<file path="src/rtl/tower_game_fsm.sv">
// tower_game_fsm: block-stacking game sequencer with key edge detection, pause and win/lose tracking
module tower_game_fsm #(
    parameter int MAX_ROWS     = 16,
    parameter int INIT_CHANCES = 3,
    parameter int LEVEL_STEP   = 4,
    parameter int MAX_LEVEL    = 7,
    parameter int SCORE_W      = 8
) (
    input  logic                             clk,
    input  logic                             reset,
    input  logic                             place_key,
    input  logic                             pause_key,
    input  logic                             overlap,
    output logic                             ld_x,
    output logic                             ld_y,
    output logic                             ld_d,
    output logic                             ld_df,
    output logic                             enable,
    output logic                             save_x,
    output logic                             inc_row,
    output logic [$clog2(MAX_ROWS+1)-1:0]    row,
    output logic [$clog2(INIT_CHANCES+1)-1:0] chances,
    output logic [SCORE_W-1:0]               score,
    output logic [$clog2(MAX_LEVEL+1)-1:0]   level,
    output logic [1:0]                       game_status
);
    localparam int RW = $clog2(MAX_ROWS+1);
    localparam int CW = $clog2(INIT_CHANCES+1);
    localparam int LW = $clog2(MAX_LEVEL+1);

    typedef enum logic [2:0] {LOAD, MOVE, PAUSE, JUDGE, SUCCESS, FAIL, WIN, LOSE} state_t;

    state_t state, state_n;
    logic place_q, pause_q, place_p, pause_p;
    logic [RW-1:0] row_n;

    assign place_p = place_key & ~place_q;
    assign pause_p = pause_key & ~pause_q;
    assign row_n   = row + RW'(1);

    // State, key history and game counters
    always_ff @(posedge clk) begin
        if (reset) begin
            state   <= LOAD;
            place_q <= 1'b0;
            pause_q <= 1'b0;
            row     <= '0;
            score   <= '0;
            level   <= '0;
            chances <= CW'(INIT_CHANCES);
        end else begin
            state   <= state_n;
            place_q <= place_key;
            pause_q <= pause_key;
            if (state == SUCCESS) begin
                row   <= row_n;
                score <= (score == '1) ? score : score + SCORE_W'(1);
                if ((32'(row_n) % LEVEL_STEP) == 0 && level != LW'(MAX_LEVEL))
                    level <= level + LW'(1);
            end
            if (state == FAIL && chances != '0)
                chances <= chances - CW'(1);
        end
    end

    // Next state and Moore strobes
    always_comb begin
        state_n     = state;
        ld_x        = 1'b0;
        ld_y        = 1'b0;
        ld_d        = 1'b0;
        ld_df       = 1'b0;
        enable      = 1'b0;
        save_x      = 1'b0;
        inc_row     = 1'b0;
        game_status = 2'b01;
        case (state)
            LOAD: begin
                {ld_x, ld_y, ld_d, ld_df} = 4'b1111;
                state_n = MOVE;
            end
            MOVE: begin
                enable  = 1'b1;
                state_n = pause_p ? PAUSE : !place_p ? MOVE : (row == '0) ? SUCCESS : JUDGE;
            end
            PAUSE: begin
                game_status = 2'b00;
                state_n     = pause_p ? MOVE : PAUSE;
            end
            JUDGE: state_n = overlap ? SUCCESS : FAIL;
            SUCCESS: begin
                save_x  = 1'b1;
                inc_row = 1'b1;
                state_n = (row_n == RW'(MAX_ROWS)) ? WIN : LOAD;
            end
            FAIL: begin
                {ld_x, ld_y, ld_d} = 3'b111;
                state_n = (chances == CW'(1)) ? LOSE : MOVE;
            end
            WIN:  game_status = 2'b11;
            LOSE: game_status = 2'b10;
            default: begin
                game_status = 2'b10;
                state_n     = LOAD;
            end
        endcase
    end
endmodule

</file>
<file path="config.mk">
export PLATFORM = sky130hd
export DESIGN_NAME = tower_game_fsm
export DESIGN_NICKNAME = d
export VERILOG_FILES = /design/src/rtl/tower_game_fsm.sv
export SDC_FILE = /design/constraint.sdc
export NUM_CORES = 1
export LEC_CHECK = 0
export CAP_MARGIN = 20
export CORE_MARGIN = 3
export CORE_UTILIZATION = 50
export DETAILED_ROUTE_END_ITERATION = 8
export HOLD_SLACK_MARGIN = 0.08
export PLACE_DENSITY = 0.84
export SETUP_SLACK_MARGIN = 0.4
export SYNTH_ARGS = -nofsm -noshare
export SYNTH_HDL_FRONTEND = slang
export SYNTH_SLANG_ARGS = --single-unit
</file>
<file path="constraint.sdc">
create_clock -name clk -period 5.7 [get_ports clk]
set_clock_uncertainty 0.2 [all_clocks]
set_input_delay 0.57 -clock clk [delete_from_list [all_inputs] [get_ports clk]]
set_output_delay 0.57 -clock clk [all_outputs]
set_load 0.01 [all_outputs]
</file>
==> flow_summary_export.csv <==
group,metric,value,unit
global_route,antenna_found_initial,0,
synthesis,avgSynthCellArea,8.80,sq um
route,drtPass1Iterations,4,
floorplanning,die_area,3120,sq um
global_route,grt_usage,0.168,
synthesis,synth_edf_count,0,
power_and_ir_drop,ir_drop,0.000127,V
global_route,grt_max_degree,24,
sta,finalHoldViolCount,0,
floorplanning,rows,17,
flow_run,max_cap_viol_count,0,
sta,max_freq,363,MHz
sta,finalSetupViolCount,0,
hold_path,hp-class,"reg2reg",
clock_tree,post-cts-setup-buffer-count,0,
power_and_ir_drop,leakage,0.594,nW
sta,period_share,0.484,
hold_path,hold-path-cell-count,1,
finish,antenna_cells,0,
hold_path,hold-path-endpoint,"chances[1]",
clock_tree,htreeDepth,1,
power_and_ir_drop,clockPowerShare,0.264,
power_and_ir_drop,switching_share,0.246,
clock_tree,path_clk_slew,120,ps
setup_path,endpoint_kind,"output port",
clock_tree,cts_resized,0,
synthesis,synth_largest_area_cell,"dfxtp_1",
sta,drv_slew,0,
clock_tree,ctsHoldBuffers,0,
sta,rsz0062_at_grt,"false",
route,avgRoutedWirePerCell,12.5,microns
route,detail-route-antenna-nets,0,
route,vias_per_cell,5.34,
route,drt-initial-drc-count,23,
floorplanning,die_w,55.8,microns
global_route,grt_overflow,0,
placed_design,finalWeightedCongestion,0.760,
synthesis,yosysSeqAreaShare,0.371,
clock_tree,clock-sinks,23,
sta,worst_pin_slew,797,ps
finish,areaGrowthSynthToFinish,26.0,%
synthesis,synth_ff_type,"dfxtp_1",
finish,ff_latch_area,460,sq um
floorplanning,die_y,55.8,microns
sta,maxSlewHeadroom,0.467,
finish,postLayoutCoreUtil,0.687,
synthesis,syn_nets,154,
synthesis,synthCells,141,
power_and_ir_drop,power_frac_comb,0.136,
setup_path,r2r-end,"state[2]",
finish,multi_input_area,709,sq um
route,wirelength,2460,microns
power_and_ir_drop,pwr-share-seq,0.600,
setup_path,r2r_start,"row[0]",
clock_tree,clkLatencyLatePin,300,ps
power_and_ir_drop,p_int,0.212,mW
setup_path,start_kind,"register",
sta,setup_tns,0,ps
hold_path,min_from,"chances[1]",
synthesis,synth_area_leaders,"dfxtp_1, ha_1, nor2_1",
clock_tree,clockRootBuffer,"clkbuf_4",
synthesis,async_flop_share,0,
finish,drive_gt1_frac,0.0536,
synthesis,ys_ff_latch,23,
floorplanning,core_area,2280,sq um
finish,nets,182,
setup_path,crit_fanout,12,
placed_design,post-dp-hpwl,1870,microns
power_and_ir_drop,net-switching-power,0.0693,mW
synthesis,synthDistinctLibCells,38,
power_and_ir_drop,total_power,0.281,mW
global_route,grt_pass1_vias,1016,
setup_path,path_class,"reg2out",
route,drc,0,
synthesis,yosys_warnings,0,
power_and_ir_drop,power_density,180,nW/um^2
global_route,grt.busiest_layer,"met2",
clock_tree,clock_path_buffers,2,
setup_path,r2r_cells,6,
route,routed-via-count,1047,
global_route,grt_pass1_wl,4340,microns
global_route,grt_use_met2,0.306,
setup_path,crit_arrival,1990,ps
run_status,status,"completed",
synthesis,syn-cell-area,1240,sq um
global_route,use_met3,0.0278,
clock_tree,cts_tree,"done",
finish,fill_cells,179,
synthesis,yosys.area.top_type_share,0.371,
placed_design,port_buffers,31,
floorplanning,start_util,0.545,
setup_path,crit_required,4930,ps
clock_tree,cts_buffers,3,
floorplanning,ioPinCount,32,
sta,finalCriticalPeriod,2760,ps
global_route,grtUsageMet1,0.192,
setup_path,r2r_slack,3610,ps
-- power by group through the flow --
stage | Combinational [mW] | Clock, mW | Sequential, mW
floorplan | 0.0281 | 0 | 0.169
global placement | 0.0377 | 0 | 0.172
detailed placement | 0.0385 | 0 | 0.173
CTS | 0.0386 | 0.0781 | 0.169
global route | 0.0421 | 0.0824 | 0.170
finish | 0.0382 | 0.0744 | 0.169
-- cells in the final DEF, fill, tap and decap left out, types with 2 or more instances in the layout --
| cell type | count |
|---|---|
| nand3_1 | 4 |
| xnor2_1 | 7 |
| inv_1 | 6 |
| nor2b_1 | 4 |
| nor3_1 | 2 |
| nand2b_1 | 3 |
| a21oi_1 | 8 |
| ha_1 | 8 |
| nor2_1 | 22 |
| clkdlybuf4s50_1 | 31 |
| clkbuf_4 | 3 |
| o21ai_1 | 2 |
| and2_1 | 2 |
| dfxtp_1 | 23 |
| mux2i_1 | 2 |
| xor2_1 | 5 |
| a211oi_1 | 2 |
| nand4_1 | 3 |
| o21ai_0 | 3 |
| nand4bb_1 | 2 |
| nand2_1 | 9 |
-- area by class of cell --
class	count	share of cell area
well taps	28	0.0224
clock buffers	4	0.0168
flip-flops and latches	23	0.294
repair buffers	31	0.198
multi-input cells	104	0.454
inverters	6	0.0144
-- registers in the layout, indices dropped and copies added, names as in the netlist --
| name | cells |
|---|---|
| pause_q | 1 |
| state | 3 |
| row | 5 |
| score | 8 |
| level | 3 |
| place_q | 1 |
| chances | 2 |
-- worst max-delay path, stage by stage (launching register included) --
cell	delay, ps
dfxtp_1	550
nor3b_4	490
clkdlybuf4s50_1	630
-- cell families (layout without fill, tap and decap cells) --
group / after synthesis / in the layout / share of synthesized area
flip-flops: 23 / 23 / 0.371
adder cells (fa/ha/maj): 8 / 8 / 0.0806
AND/OR/NAND/NOR: 61 / 61 / 0.284
multiplexers: 2 / 2 / 0.0161
XOR/XNOR: 12 / 12 / 0.0847
AO/OA/AOI/OAI: 21 / 21 / 0.106
buffers and inverters: 14 / 41 / 0.0575
-- synthesized netlist by cell type (2+ instances only) --
| library cell | n |
|---|---|
| dfxtp_1 | 23 |
| nor2_1 | 22 |
| nand2_1 | 9 |
| a21oi_1 | 8 |
| ha_1 | 8 |
| xnor2_1 | 7 |
| inv_1 | 6 |
| xor2_1 | 5 |
| clkbuf_1 | 4 |
| nand3_1 | 4 |
| nor2b_1 | 4 |
| buf_4 | 3 |
| nand2b_1 | 3 |
| nand4_1 | 3 |
| o21ai_0 | 3 |
| a211oi_1 | 2 |
| and2_1 | 2 |
| mux2i_1 | 2 |
| nand4bb_1 | 2 |
| nor3_1 | 2 |
| o21ai_1 | 2 |
-- through the flow --
step / setup WS (ps) / instance area, sq um / hold slack [ps] / std cells
floorplan: 3700 / 1240 / 314 / 141
global placement: 3330 / 1540 / 269 / 192
detailed placement: 3290 / 1540 / 282 / 192
CTS: 2930 / 1560 / 308 / 196
global route: 2800 / 1560 / 332 / 196
finish: 2940 / 1560 / 306 / 196
-- layer usage --
layer  vias up  wire (microns)
li1        533               -
met1       471            1060
met2        37            1190
met3         6             167
met4         0              46
met5         -               0
-- how the worst max path moves through the flow --
stage | startpoint | to | slack [ps] | cells after the start
2_1_floorplan | state[2] | ld_x | 3700 | 4
3_3_place_gp | state[2] | save_x | 3330 | 2
3_5_place_dp | state[2] | save_x | 3290 | 2
4_1_cts | state[2] | save_x | 2930 | 2
5_1_grt | state[2] | save_x | 2800 | 2
6_report | state[2] | save_x | 2940 | 2
No activity file was read; power rests on OpenSTA's default activity.
==> RTL change 1, RTL diff (same settings) <==
Set the parameter `MAX_LEVEL` to 6 (it was 7).
--- a/src/rtl/tower_game_fsm.sv
+++ b/src/rtl/tower_game_fsm.sv
@@ -3,7 +3,7 @@
     parameter int MAX_ROWS     = 16,
     parameter int INIT_CHANCES = 3,
     parameter int LEVEL_STEP   = 4,
-    parameter int MAX_LEVEL    = 7,
+    parameter int MAX_LEVEL    = 6,
     parameter int SCORE_W      = 8
 ) (
     input  logic                             clk,
Function: same outputs for any inputs over 10 cycles, from zero or initial values and one cycle with reset high; that may be too few to reach the edited logic, so the function may still have changed.
==> RTL change 1 against the original RTL <==
Final cell count unchanged. Count of clock-buffer cells in the layout decreased by 1. Maximum frequency decreased by 0.10%. Design area increased by 0.32%. Sequential cell count unchanged. Total power increased by 0.12%. Synthesized area increased by 0.30%. Routed wire length increased by 0.81%. Worst setup slack got worse by 2.9 ps. Register-to-register slack got worse by 60 ps. Critical path type unchanged. Highest routed layer unchanged.
==> RTL change 1: results (changes against the original RTL) <==
[outcome]
outcome=finished, final reports clean

[synth]
ys_seq_area_frac=0.370  ; -0.00112
yosysWarnings=0  ; unchanged
synthTopCellsByCount=23 x dfxtp_1, 22 x nor2_1, 8 x ha_1
synthTopCellsByArea=dfxtp_1 37%, ha_1 8.0%, nor2_1 6.6%, xnor2_1 4.9%, xor2_1 3.5%
synthDistinctLibCells=39  ; +2.6%
synth-edff-count=0  ; unchanged
syn_nets=154  ; unchanged
async_flop_share=0  ; unchanged

[clocking]
cts_setup_buffers=0  ; unchanged
ctsRootBufferMaster=clkbuf_4
clk_path_buf_depth=2  ; unchanged
cts_buffers=3  ; unchanged
cts_max_level=1  ; unchanged
clk_pin_slew_ps=120  ; about the same
holdBufCountCts=0  ; unchanged

[route]
wl_um=2480  ; +0.81%
drtIter0Drc=30  ; +30%
vias=1057  ; +0.96%

[grt]
antenna_found_initial=0  ; unchanged
track_usage=0.168  ; about the same
first_global_vias=1000  ; -1.6%
grt_max_degree=24  ; unchanged
grt_pass1_wl_um=4240  ; -2.2%

[placement]
gp_congestion=0.795  ; +4.5%
postPlaceCellArea_um2=1540  ; +0.24%
dp_hpwl_um=1850  ; -0.99%

[setup_path]
crit_family=buffers and inverters
slowest_stage=clkdlybuf4s50_1
crit_arrival_ps=1990  ; about the same
max_stage_delay_ps=620
path_max_fanout=12  ; unchanged

[pwr]
peakVddDrop_uv=152  ; +20%
cellLeakagePower_nw=0.591  ; -0.57%

[layout]
drive_gt1_frac=0.0595  ; +0.00595
nNetsFinal=182  ; unchanged
top_regs=score x8, row x5
antenna_cells=0  ; unchanged

[sta]
maxSlewHeadroom=0.445  ; -0.0218

-- RTL change 1: cell count changes after synthesis, sizes merged --
| cell | change |
|---|---|
| nand2 | -2 |
| o21ai | -2 |
| a211oi | +1 |
| a21oi | -1 |
| a31oi | +1 |
| inv | +1 |
| nor3 | +1 |
| nor4bb | +1 |
-- RTL change 1: logic make-up after synthesis --
logic type,after synthesis,synth area share
xor+xnor,12,0.0844
simple gates,61,0.284
fa+ha+maj,8,0.0804
flops,23,0.370
compound gates,20,0.105
buf+inv,15,0.0603
mux,2,0.0161
-- RTL change 1: where the power goes --
| group | internal (mW) | switching (mW) |
|---|---|---|
| logic | 0.0212 | 0.0167 |
| registers | 0.163 | 0.00587 |
| clock network | 0.0262 | 0.0484 |
-- RTL change 1: cell type report --
cell class | count | area (µm²)
flip-flops and latches | 23 | 460
inverters | 7 | 26.3
well taps | 28 | 35.0
clock buffers | 3 | 22.5
repair buffers | 31 | 310
multi-input cells | 103 | 709
clock inverters | 1 | 5.00
fillers | 184 | 728
-- RTL change 1: worst paths after layout --
check	slack, ps	cells after the start	end	start
hold reg to reg	310	1	chances[1]	chances[1]
hold / removal	310	1	chances[1]	chances[1]
setup / recovery	2940	2	save_x	state[2]
setup reg to reg	3550	6	state[2]	row[0]
-- RTL change 1: per-stage QoR --
| stage | worst slack [ps] | utilization | std cells | power (mW) |
|---|---|---|---|---|
| 6_report | 2940 | 0.683 | 196 | 0.282 |
| 4_1_cts | 2920 | 0.683 | 196 | 0.285 |
| 5_1_grt | 2830 | 0.683 | 196 | 0.294 |
| 3_5_place_dp | 3260 | 0.671 | 192 | 0.211 |
| 2_1_floorplan | 3700 | - | 141 | 0.196 |
| 3_3_place_gp | 3340 | 0.671 | 192 | 0.209 |
-- RTL change 1: layer usage --
metal | global-route usage | share of wire | up-vias
met5 | 0 | 0 | -
met4 | 0.0915 | 0.025 | 0
met3 | 0.0255 | 0.046 | 6
met2 | 0.292 | 0.48 | 32
met1 | 0.197 | 0.45 | 483
li1 | - | - | 536
-- RTL change 1: worst register-to-register path, stage by stage, from the launching register on --
cell and delay (ps):
dfxtp_1 490, ha_1 240, nand4bb_1 200, or3b_2 500, o21ai_2 170, o21ai_0 120
a21oi_1 150
==> RTL change 2, RTL diff (config.mk and constraints unchanged) <==
Without the edit above. Register the inputs `place_key`, `pause_key` and `overlap` before use. The logic sees them one clock later.
--- a/src/rtl/tower_game_fsm.sv
+++ b/src/rtl/tower_game_fsm.sv
@@ -30,12 +30,22 @@
 
     typedef enum logic [2:0] {LOAD, MOVE, PAUSE, JUDGE, SUCCESS, FAIL, WIN, LOSE} state_t;
 
+    logic place_key_q;
+    logic pause_key_q;
+    logic overlap_q;
+
+    always_ff @(posedge clk) begin
+        place_key_q <= place_key;
+        pause_key_q <= pause_key;
+        overlap_q   <= overlap;
+    end
+
     state_t state, state_n;
     logic place_q, pause_q, place_p, pause_p;
     logic [RW-1:0] row_n;
 
-    assign place_p = place_key & ~place_q;
-    assign pause_p = pause_key & ~pause_q;
+    assign place_p = place_key_q & ~place_q;
+    assign pause_p = pause_key_q & ~pause_q;
     assign row_n   = row + RW'(1);
 
     // State, key history and game counters
@@ -50,8 +60,8 @@
             chances <= CW'(INIT_CHANCES);
         end else begin
             state   <= state_n;
-            place_q <= place_key;
-            pause_q <= pause_key;
+            place_q <= place_key_q;
+            pause_q <= pause_key_q;
             if (state == SUCCESS) begin
                 row   <= row_n;
                 score <= (score == '1) ? score : score + SCORE_W'(1);
@@ -87,7 +97,7 @@
                 game_status = 2'b00;
                 state_n     = pause_p ? MOVE : PAUSE;
             end
-            JUDGE: state_n = overlap ? SUCCESS : FAIL;
+            JUDGE: state_n = overlap_q ? SUCCESS : FAIL;
             SUCCESS: begin
                 save_x  = 1'b1;
                 inc_row = 1'b1;
Check against the original RTL: not equivalent (a bounded check fails within 4 cycles, from zero or initial values and one cycle with reset high).
==> RTL change 2 against the original RTL <==
Design area increased by 5.8%. Total power increased by 25%. Clock power increased by 72%. Hold slack got worse by 16 ps. Sequential cell count increased by 3. Critical path depth unchanged. Routed wire length increased by 15%. Synthesized area increased by 4.9%. Worst setup slack got worse by 190 ps. Critical path type unchanged. Critical endpoint unchanged.
==> RTL change 2: results (changes against the original RTL) <==
[outcome]
outcome=finished, final reports clean

[synth]
ys_seq_area_frac=0.400  ; +0.0286
synth.area.mux_share=0.0154  ; -0.000759
avgSynthCellArea_um2=8.98  ; +2.0%

[clocking]
clk_pin_slew_ps=140  ; +20 ps
insertion_delay_ps=330  ; +30 ps

[layout]
clock_buffer_count=3  ; -1
regArea_um2=520  ; +13%
nNetsFinal=185  ; +1.6%
drive_gt1_frac=0.0292  ; -0.0243
clkCellAreaFrac=0.0318  ; +0.0150

[pwr]
power_clock_uw=128  ; +72%
cellLeakagePower_nw=0.645  ; +8.5%
peakVddDrop_uv=149  ; +18%
p_comb_uw=32.8  ; -14%
switching_power_uw=76.9  ; +11%

[placement]
place_ws_ps=3150  ; -142 ps

[hold_path]
min-delay-start=pause_key_q

[sta]
worst_pin_slew_ps=774  ; -22.9 ps

[route]
wl_um=2820  ; +15%
viasPerCell=5.66  ; +6.0%
drtIter0Drc=25  ; +8.7%
dr_wl_met3_um=138  ; -17%
dr_wl_met2_um=1290  ; +8.8%

[grt]
grt_pass1_wl_um=4560  ; +5.1%
grtUsageMet2=0.266  ; -0.0398
grt.met1_usage=0.229  ; +0.0368
track_usage=0.174  ; +0.00611

RTL change 2: changes by cell type after synthesis, sizes merged, moves of 2 or more:
cell / change
o31ai: +2
and3: +2
o2111ai: +2
o31a: +2
nor2b: +2
inv: -2
dfxtp: +3
nor2: -6
xor2: +2
xnor2: -2
RTL change 2: cells by family after synthesis:
group           after synthesis
xor+xnor                     12
simple gates                 60
buf+inv                      13
mux                           2
fa+ha+maj                     8
flops                        26
compound gates               24
RTL change 2: worst max path at each step:
stage	startpoint	end	slack (ps)	cells after the start
2_1_floorplan	state[0]	ld_x	3640	4
3_3_place_gp	state[2]	inc_row	3170	2
3_5_place_dp	state[2]	inc_row	3150	2
4_1_cts	state[2]	inc_row	2750	2
5_1_grt	state[2]	save_x	2610	2
6_report	state[2]	save_x	2750	2
RTL change 2: worst register-to-register path: cells and delay by family (launching register included):
family          cells  cell delay, ps
flops               1             550
simple gates        2             860
compound gates      2             600
